<file path="src/rtl/axonerve_kvs_stream_arbiter.sv">
// axonerve_kvs_stream_arbiter
//   Packet-level round-robin arbiter that shares one constant-adder stream
//   datapath between two AXI4-Stream requesters. The arbiter grants a whole
//   packet (through tlast) to one input and latches that input's constant onto
//   adder_constant. Beats reach the adder through a single output register
//   stage.
//   Optional feature: define ARB_PKT_COUNT_EN to add the per-input packet
//   counters pkt_cnt0/pkt_cnt1. Without it, those ports and counters do not
//   exist.
module axonerve_kvs_stream_arbiter #(
  parameter int C_AXIS_TDATA_WIDTH = 512,
  parameter int C_ADDER_BIT_WIDTH  = 32,
  parameter int C_CNT_WIDTH        = 16
) (
  input  logic                            aclk,
  input  logic                            aresetn,
  input  logic [C_ADDER_BIT_WIDTH-1:0]    ctrl_constant0,
  input  logic [C_ADDER_BIT_WIDTH-1:0]    ctrl_constant1,
  input  logic                            s0_axis_tvalid,
  output logic                            s0_axis_tready,
  input  logic [C_AXIS_TDATA_WIDTH-1:0]   s0_axis_tdata,
  input  logic [C_AXIS_TDATA_WIDTH/8-1:0] s0_axis_tkeep,
  input  logic                            s0_axis_tlast,
  input  logic                            s1_axis_tvalid,
  output logic                            s1_axis_tready,
  input  logic [C_AXIS_TDATA_WIDTH-1:0]   s1_axis_tdata,
  input  logic [C_AXIS_TDATA_WIDTH/8-1:0] s1_axis_tkeep,
  input  logic                            s1_axis_tlast,
  output logic                            m_axis_tvalid,
  input  logic                            m_axis_tready,
  output logic [C_AXIS_TDATA_WIDTH-1:0]   m_axis_tdata,
  output logic [C_AXIS_TDATA_WIDTH/8-1:0] m_axis_tkeep,
  output logic                            m_axis_tlast,
  output logic [C_ADDER_BIT_WIDTH-1:0]    adder_constant,
  output logic                            grant_valid,
  output logic                            grant_id
`ifdef ARB_PKT_COUNT_EN
  ,
  output logic [C_CNT_WIDTH-1:0]          pkt_cnt0,
  output logic [C_CNT_WIDTH-1:0]          pkt_cnt1
`endif
);

  localparam int KEEP_W = C_AXIS_TDATA_WIDTH / 8;

  typedef enum logic [1:0] {
    ST_IDLE  = 2'd0,
    ST_SETUP = 2'd1,
    ST_XFER  = 2'd2
  } state_t;

  state_t                  state_r;
  state_t                  state_next_s;
  logic                    rr_ptr_r;
  logic                    winner_r;
  logic                    pick_s;
  logic                    start_s;
  logic                    done_s;
  logic                    accept_ready_s;
  logic                    beat_hs_s;
  logic                    sel_tvalid_s;
  logic                    sel_tlast_s;
  logic [C_AXIS_TDATA_WIDTH-1:0] sel_tdata_s;
  logic [KEEP_W-1:0]       sel_tkeep_s;

  // Steer the granted input's beat toward the output register.
  always_comb begin
    sel_tvalid_s = 1'b0;
    sel_tlast_s  = 1'b0;
    sel_tdata_s  = {C_AXIS_TDATA_WIDTH{1'b0}};
    sel_tkeep_s  = {KEEP_W{1'b0}};
    if (winner_r) begin
      sel_tvalid_s = s1_axis_tvalid;
      sel_tlast_s  = s1_axis_tlast;
      sel_tdata_s  = s1_axis_tdata;
      sel_tkeep_s  = s1_axis_tkeep;
    end else begin
      sel_tvalid_s = s0_axis_tvalid;
      sel_tlast_s  = s0_axis_tlast;
      sel_tdata_s  = s0_axis_tdata;
      sel_tkeep_s  = s0_axis_tkeep;
    end
  end

  // The output register can take a beat when empty or draining this cycle.
  assign accept_ready_s = ~m_axis_tvalid | m_axis_tready;
  assign beat_hs_s      = (state_r == ST_XFER) & sel_tvalid_s & accept_ready_s;

  // Next-state, arbitration decision and per-input ready.
  always_comb begin
    state_next_s   = state_r;
    pick_s         = 1'b0;
    start_s        = 1'b0;
    done_s         = 1'b0;
    s0_axis_tready = 1'b0;
    s1_axis_tready = 1'b0;
    case (state_r)
      ST_IDLE: begin
        // Wait for an empty output register so the constant never changes
        // under a beat still sitting at the adder.
        if ((s0_axis_tvalid | s1_axis_tvalid) & ~m_axis_tvalid) begin
          start_s      = 1'b1;
          state_next_s = ST_SETUP;
          if (s0_axis_tvalid & s1_axis_tvalid) begin
            pick_s = rr_ptr_r;
          end else begin
            pick_s = s1_axis_tvalid;
          end
        end else begin
          state_next_s = ST_IDLE;
        end
      end
      ST_SETUP: begin
        state_next_s = ST_XFER;
      end
      ST_XFER: begin
        if (winner_r) begin
          s1_axis_tready = accept_ready_s;
        end else begin
          s0_axis_tready = accept_ready_s;
        end
        if (beat_hs_s & sel_tlast_s) begin
          done_s       = 1'b1;
          state_next_s = ST_IDLE;
        end else begin
          state_next_s = ST_XFER;
        end
      end
      default: begin
        state_next_s = ST_IDLE;
      end
    endcase
  end

  // FSM state, latched winner and round-robin pointer.
  always_ff @(posedge aclk or negedge aresetn) begin
    if (!aresetn) begin
      state_r  <= ST_IDLE;
      winner_r <= 1'b0;
      rr_ptr_r <= 1'b0;
    end else begin
      state_r <= state_next_s;
      if (start_s) begin
        winner_r <= pick_s;
      end
      if (done_s) begin
        rr_ptr_r <= ~winner_r;
      end
    end
  end

  // Grant status and the adder constant, which is only captured in SETUP.
  always_ff @(posedge aclk or negedge aresetn) begin
    if (!aresetn) begin
      adder_constant <= {C_ADDER_BIT_WIDTH{1'b0}};
      grant_id       <= 1'b0;
      grant_valid    <= 1'b0;
    end else begin
      if (state_r == ST_SETUP) begin
        adder_constant <= winner_r ? ctrl_constant1 : ctrl_constant0;
        grant_id       <= winner_r;
      end
      if (start_s) begin
        grant_valid <= 1'b1;
      end else if (done_s) begin
        grant_valid <= 1'b0;
      end
    end
  end

  // Output register stage; payload holds while stalled.
  always_ff @(posedge aclk or negedge aresetn) begin
    if (!aresetn) begin
      m_axis_tvalid <= 1'b0;
      m_axis_tdata  <= {C_AXIS_TDATA_WIDTH{1'b0}};
      m_axis_tkeep  <= {KEEP_W{1'b0}};
      m_axis_tlast  <= 1'b0;
    end else if (beat_hs_s) begin
      m_axis_tvalid <= 1'b1;
      m_axis_tdata  <= sel_tdata_s;
      m_axis_tkeep  <= sel_tkeep_s;
      m_axis_tlast  <= sel_tlast_s;
    end else if (m_axis_tready) begin
      m_axis_tvalid <= 1'b0;
    end
  end

`ifdef ARB_PKT_COUNT_EN
  // Count completed packets per input; wraps at the counter width.
  always_ff @(posedge aclk or negedge aresetn) begin
    if (!aresetn) begin
      pkt_cnt0 <= {C_CNT_WIDTH{1'b0}};
      pkt_cnt1 <= {C_CNT_WIDTH{1'b0}};
    end else if (done_s) begin
      if (winner_r) begin
        pkt_cnt1 <= pkt_cnt1 + {{(C_CNT_WIDTH-1){1'b0}}, 1'b1};
      end else begin
        pkt_cnt0 <= pkt_cnt0 + {{(C_CNT_WIDTH-1){1'b0}}, 1'b1};
      end
    end
  end
`endif

endmodule

</file>
<file path="config.mk">
export PLATFORM = sky130hd
export DESIGN_NAME = axonerve_kvs_stream_arbiter
export DESIGN_NICKNAME = d
export VERILOG_FILES = /design/src/rtl/axonerve_kvs_stream_arbiter.sv
export SDC_FILE = /design/constraint.sdc
export NUM_CORES = 1
export LEC_CHECK = 0
export CAP_MARGIN = 20
export CELL_PAD_IN_SITES_DETAIL_PLACEMENT = 1
export CELL_PAD_IN_SITES_GLOBAL_PLACEMENT = 2
export CORE_AREA = 8 8 708 710
export DETAILED_ROUTE_END_ITERATION = 12
export DIE_AREA = 0 0 716 718
export PLACE_DENSITY_LB_ADDON = 0.12
export SLEW_MARGIN = 20
export SYNTH_ARGS = -nofsm -noshare
export SYNTH_HDL_FRONTEND = slang
export SYNTH_SLANG_ARGS = --single-unit
</file>
<file path="constraint.sdc">
create_clock -name aclk -period 5.6 [get_ports aclk]
set_clock_uncertainty 0.1 [all_clocks]
set_input_delay 1.12 -clock aclk [delete_from_list [all_inputs] [get_ports aclk]]
set_output_delay 1.12 -clock aclk [all_outputs]
set_load 0.03 [all_outputs]
</file>
# == Word-level counts from Yosys, hierarchy flattened ==
# Index checks and enable logic that the tools add are counted.
# totals
inputBits,1223
out_inout_bits,614
reg_bits,616
# classes
eq_ne,2
bitwise,9
mux,23
reduce_logical,3
# op_table
op,n
512-bit two-way mux,1
64-bit two-way mux,1
32-bit two-way mux,1
1-bit two-way mux,18
2-bit one-hot mux with 3 select lines,1
1-bit bitwise AND,5
2-bit nonzero test,2
2-bit by 1-bit == test with 1-bit output (second input constant),1
2-bit == test (second input constant),1
2-bit logical NOT,1
2-bit two-way mux,1
1-bit NOT,2
1-bit bitwise OR,2

# == Longest topological paths before layout ==
# depth
depth_word,8
depth_mapped,7
mapped_depth_nobuf,3

# == Least setup slack after synthesis ==
# Ideal clock, no wire load.
# synth_path
path_kind,reg-to-output
from,register winner_r
to,output port s1_axis_tready
path_slack_ns,2.470
stages_incl_launch_ff,7
n_path_buf,4
arrival_ns,1.910
required_time_ns,4.380
path_cell_list,dfrtp_1 -> buf_2 -> buf_2 -> buf_4 -> buf_2 -> inv_1 -> nor3_1
# synth_between
elab_chain_len,2
# synth_lines
item,line,rtl
from (decl),55,logic winner_r;
from (signal assigned),144,winner_r <= pick_s;
1-bit two-way mux,117,if (winner_r) begin
1-bit two-way mux,97,case (state_r)
to (decl),25,"output logic s1_axis_tready,"
# Every way passes these cells.

# == Worst setup path after layout ==
# layout_path
from,input port m_axis_tready
to,output port s1_axis_tready
# layout_between
elab_chain_len,3
# layout_lines
item,line,rtl
from (decl),30,"input logic m_axis_tready,"
1-bit bitwise OR,86,assign accept_ready_s = ~m_axis_tvalid | m_axis_tready;
1-bit two-way mux,117,
1-bit two-way mux,97,
# Every way passes these cells.

==> results.sh <==
export IMPL_final_cell_mix="clkdlybuf4s50_1, mux2_2, dfrtp_1, mux2_4, clkbuf_16"
export IMPL_preCtsSetupSlack_ps=882
export IMPL_drv_cap=0
export IMPL_rsz0062_at_grt="no"
export IMPL_cp_required_ps=4380
export IMPL_io_buffers=1836
export IMPL_yosys_warnings=0
export IMPL_ctsResizeCount=0
export IMPL_ys_ff_latch=616
export IMPL_hold_viol=0
export IMPL_antenna_found_initial=420
export IMPL_post_drt_via_cell_ratio=2.58
export IMPL_drt_iter0_drc=1209
export IMPL_p_sw_mw=15.6
export IMPL_grt_start_max_net_pins=96
export IMPL_critPathKind="in -> out"
export IMPL_final_area_sq_um=61500
export IMPL_gp_congestion=0.937
export IMPL_crit_path_end_kind="output pin"
export IMPL_reg2reg_slack_ps=2540
export IMPL_h_tree_depth=3
export IMPL_fillers=56000
export IMPL_setup_ws_ps=925
export IMPL_slew_headroom_pct=37.7
export IMPL_grt_pass1_vias=29000
export IMPL_startpoint="m_axis_tready"
export IMPL_finalSetupTns_ps=0
export IMPL_overflow=0
export IMPL_p_leak_nw=22.7
export IMPL_cp_top_family="buffers and inverters"
export IMPL_synth_nets=3255
export IMPL_drtAntennaViolNets=0
export IMPL_critPathLaunchType="primary input"
export IMPL_grt_pass1_wl_microns=421000
export IMPL_cp_common_cell="clkdlybuf4s50_1"
export IMPL_power_mw=35.9
export IMPL_cts_made_buffers=104
export IMPL_p_seq_share_pct=23.6
export IMPL_clk_latency_ps=810
export IMPL_yosysUniqueCellTypes=25
export IMPL_grt_usage_pct=13.1
export IMPL_yosysSeqAreaShare_pct=47.4
export IMPL_drt_total_wl_microns=350000
export IMPL_worstPathMaxFanout=7
export IMPL_clk_path_buf_depth=4
export IMPL_whs_ps=264
export IMPL_slowest_delay_ps=700
export IMPL_status="finished clean"
export IMPL_slowest_stage="nor2b_1"
export IMPL_cts_tree="yes"
export IMPL_area_growth_pct=89.0
export IMPL_rows=258
export IMPL_sw_frac_of_total_pct=43.5
export IMPL_clock_sinks=616
export IMPL_dpl_cell_count=10300
export IMPL_intPower_mw=20.3
export IMPL_die_h_microns=718
export IMPL_synth_area_sq_um=32500
export IMPL_critPathArrivalTime_ps=3450
export IMPL_final_common_cell="clkdlybuf4s50_1"
export IMPL_drtPass1Iterations=4
export IMPL_fp_dieW_microns=716
export IMPL_dieArea_sq_um=514000
export IMPL_synth_cells=2032
export IMPL_fmax_mhz=214
export IMPL_vias=27100
export IMPL_min_period_ps=4670
export IMPL_dpl_cell_area_sq_um=58100
export IMPL_pwr_share_clk_pct=18.1
export IMPL_setup_viol=0
export IMPL_hold_class="in -> async"
export IMPL_cts_hold_buf=0
export IMPL_dp_hpwl_microns=304000
export IMPL_post_drt_wl_per_cell_microns=33.3
export IMPL_drc=0
export IMPL_clockRootBuffer="clkbuf_16"
export IMPL_tightest_slew_ps=935
export IMPL_cts_clk_slew_worst_paths_ps=60
export IMPL_path_cells="clkdlybuf4s50_1, nor2b_1, nor3_1, buf_4, clkdlybuf4s50_1"
export IMPL_drv_slew=0
export IMPL_coreArea_sq_um=491000
export IMPL_final_core_util_pct=12.5
export IMPL_initial_core_util_pct=6.62
export IMPL_cts_setup_buffers=0
export IMPL_share_comb_of_total_power_pct=58.3
export IMPL_ir_drop_mv=0.224
export IMPL_ios=1837
export IMPL_synth_avg_cell_area_sq_um=16.0
export IMPL_finalNonFillerCells=10500
export IMPL_critPathBufInv=3
export IMPL_timing_rr_start="winner_r"
export IMPL_min_period_over_period_pct=83.5
export IMPL_nNetsFinal=5109
export IMPL_pwr_density_cell_nw_per_um2=584
export IMPL_drive_above_1_share_pct=33.3
[sequential cells by signal, summed over array words and instances (netlist names)]
name,cells
grant_id,1
m_axis_tlast,1
m_axis_tkeep,64
grant_valid,1
m_axis_tvalid,1
adder_constant,32
rr_ptr_r,1
m_axis_tdata,512
state_r,2
winner_r,1
[power groups by stage]
stage / clock network, mW / logic [mW] / registers [mW]
4_1_cts: 6.99 / 21.6 / 8.58
2_1_floorplan: 0 / 7.44 / 12.5
3_3_place_gp: 0 / 21.6 / 8.57
5_1_grt: 7.03 / 22.0 / 8.82
6_report: 6.50 / 20.9 / 8.46
3_5_place_dp: 0 / 21.5 / 8.59
[cell type report]
class                      instances  area (sq um)  area share, %
clock buffer                     165          3040           4.95
multi-input combinational       1272         15600           25.4
inverter                           4          15.0         0.0244
clock inverter                    12           154          0.250
sequential                       616         15400           25.1
tap                             6500          8130           13.2
antenna                           56           140          0.228
timing repair buffer            1888         19000           30.8
[metal layers]
metal | global-route usage (%) | share of wire, % | wire length, microns | up-vias
li1 | - | - | - | 11200
met1 | 13.5 | 36 | 125000 | 13300
met2 | 23.9 | 51 | 179000 | 1635
met3 | 6.63 | 11 | 37700 | 755
met4 | 2.05 | 2.1 | 7370 | 186
met5 | 0 | 0.34 | 1210 | -
[cell families (layout without fill, tap and decap cells)]
logic type | after synthesis | in the layout | share of synthesized area, %
compound gates | 40 | 40 | 0.658
buf+inv | 144 | 2069 | 4.62
flops | 616 | 616 | 47.4
mux | 1187 | 1187 | 46.7
other cells | 0 | 56 | 0
simple gates | 45 | 45 | 0.589
[cells in the mapped netlist, drive strengths merged]
cell type | number | area [sq um]
mux2 | 1152 | 14800
dfrtp | 616 | 15400
buf | 76 | 1250
clkbuf | 64 | 240
mux2i | 35 | 354
nand2 | 35 | 131
o21ai | 34 | 170
inv | 4 | 15.0
nor3 | 4 | 25.0
o21bai | 3 | 22.5
nand2b | 2 | 12.5
nor4 | 2 | 12.5
a21oi | 1 | 5.00
a2bb2oi | 1 | 8.76
nor2 | 1 | 3.75
nor2b | 1 | 6.26
o31ai | 1 | 7.51
[path summary, 6_finish.rpt]
path / endpoint / cells after the start
worst max register to register: m_axis_tdata[84] / 4
worst min-delay path: m_axis_tdata[127] / 1
min in group aclk: adder_constant[15] / 2
worst max-delay path: s1_axis_tready / 5
max in group asynchronous: m_axis_tdata[66] / 2
worst min register to register: adder_constant[15] / 2
(Power assumes the default switching activity.)
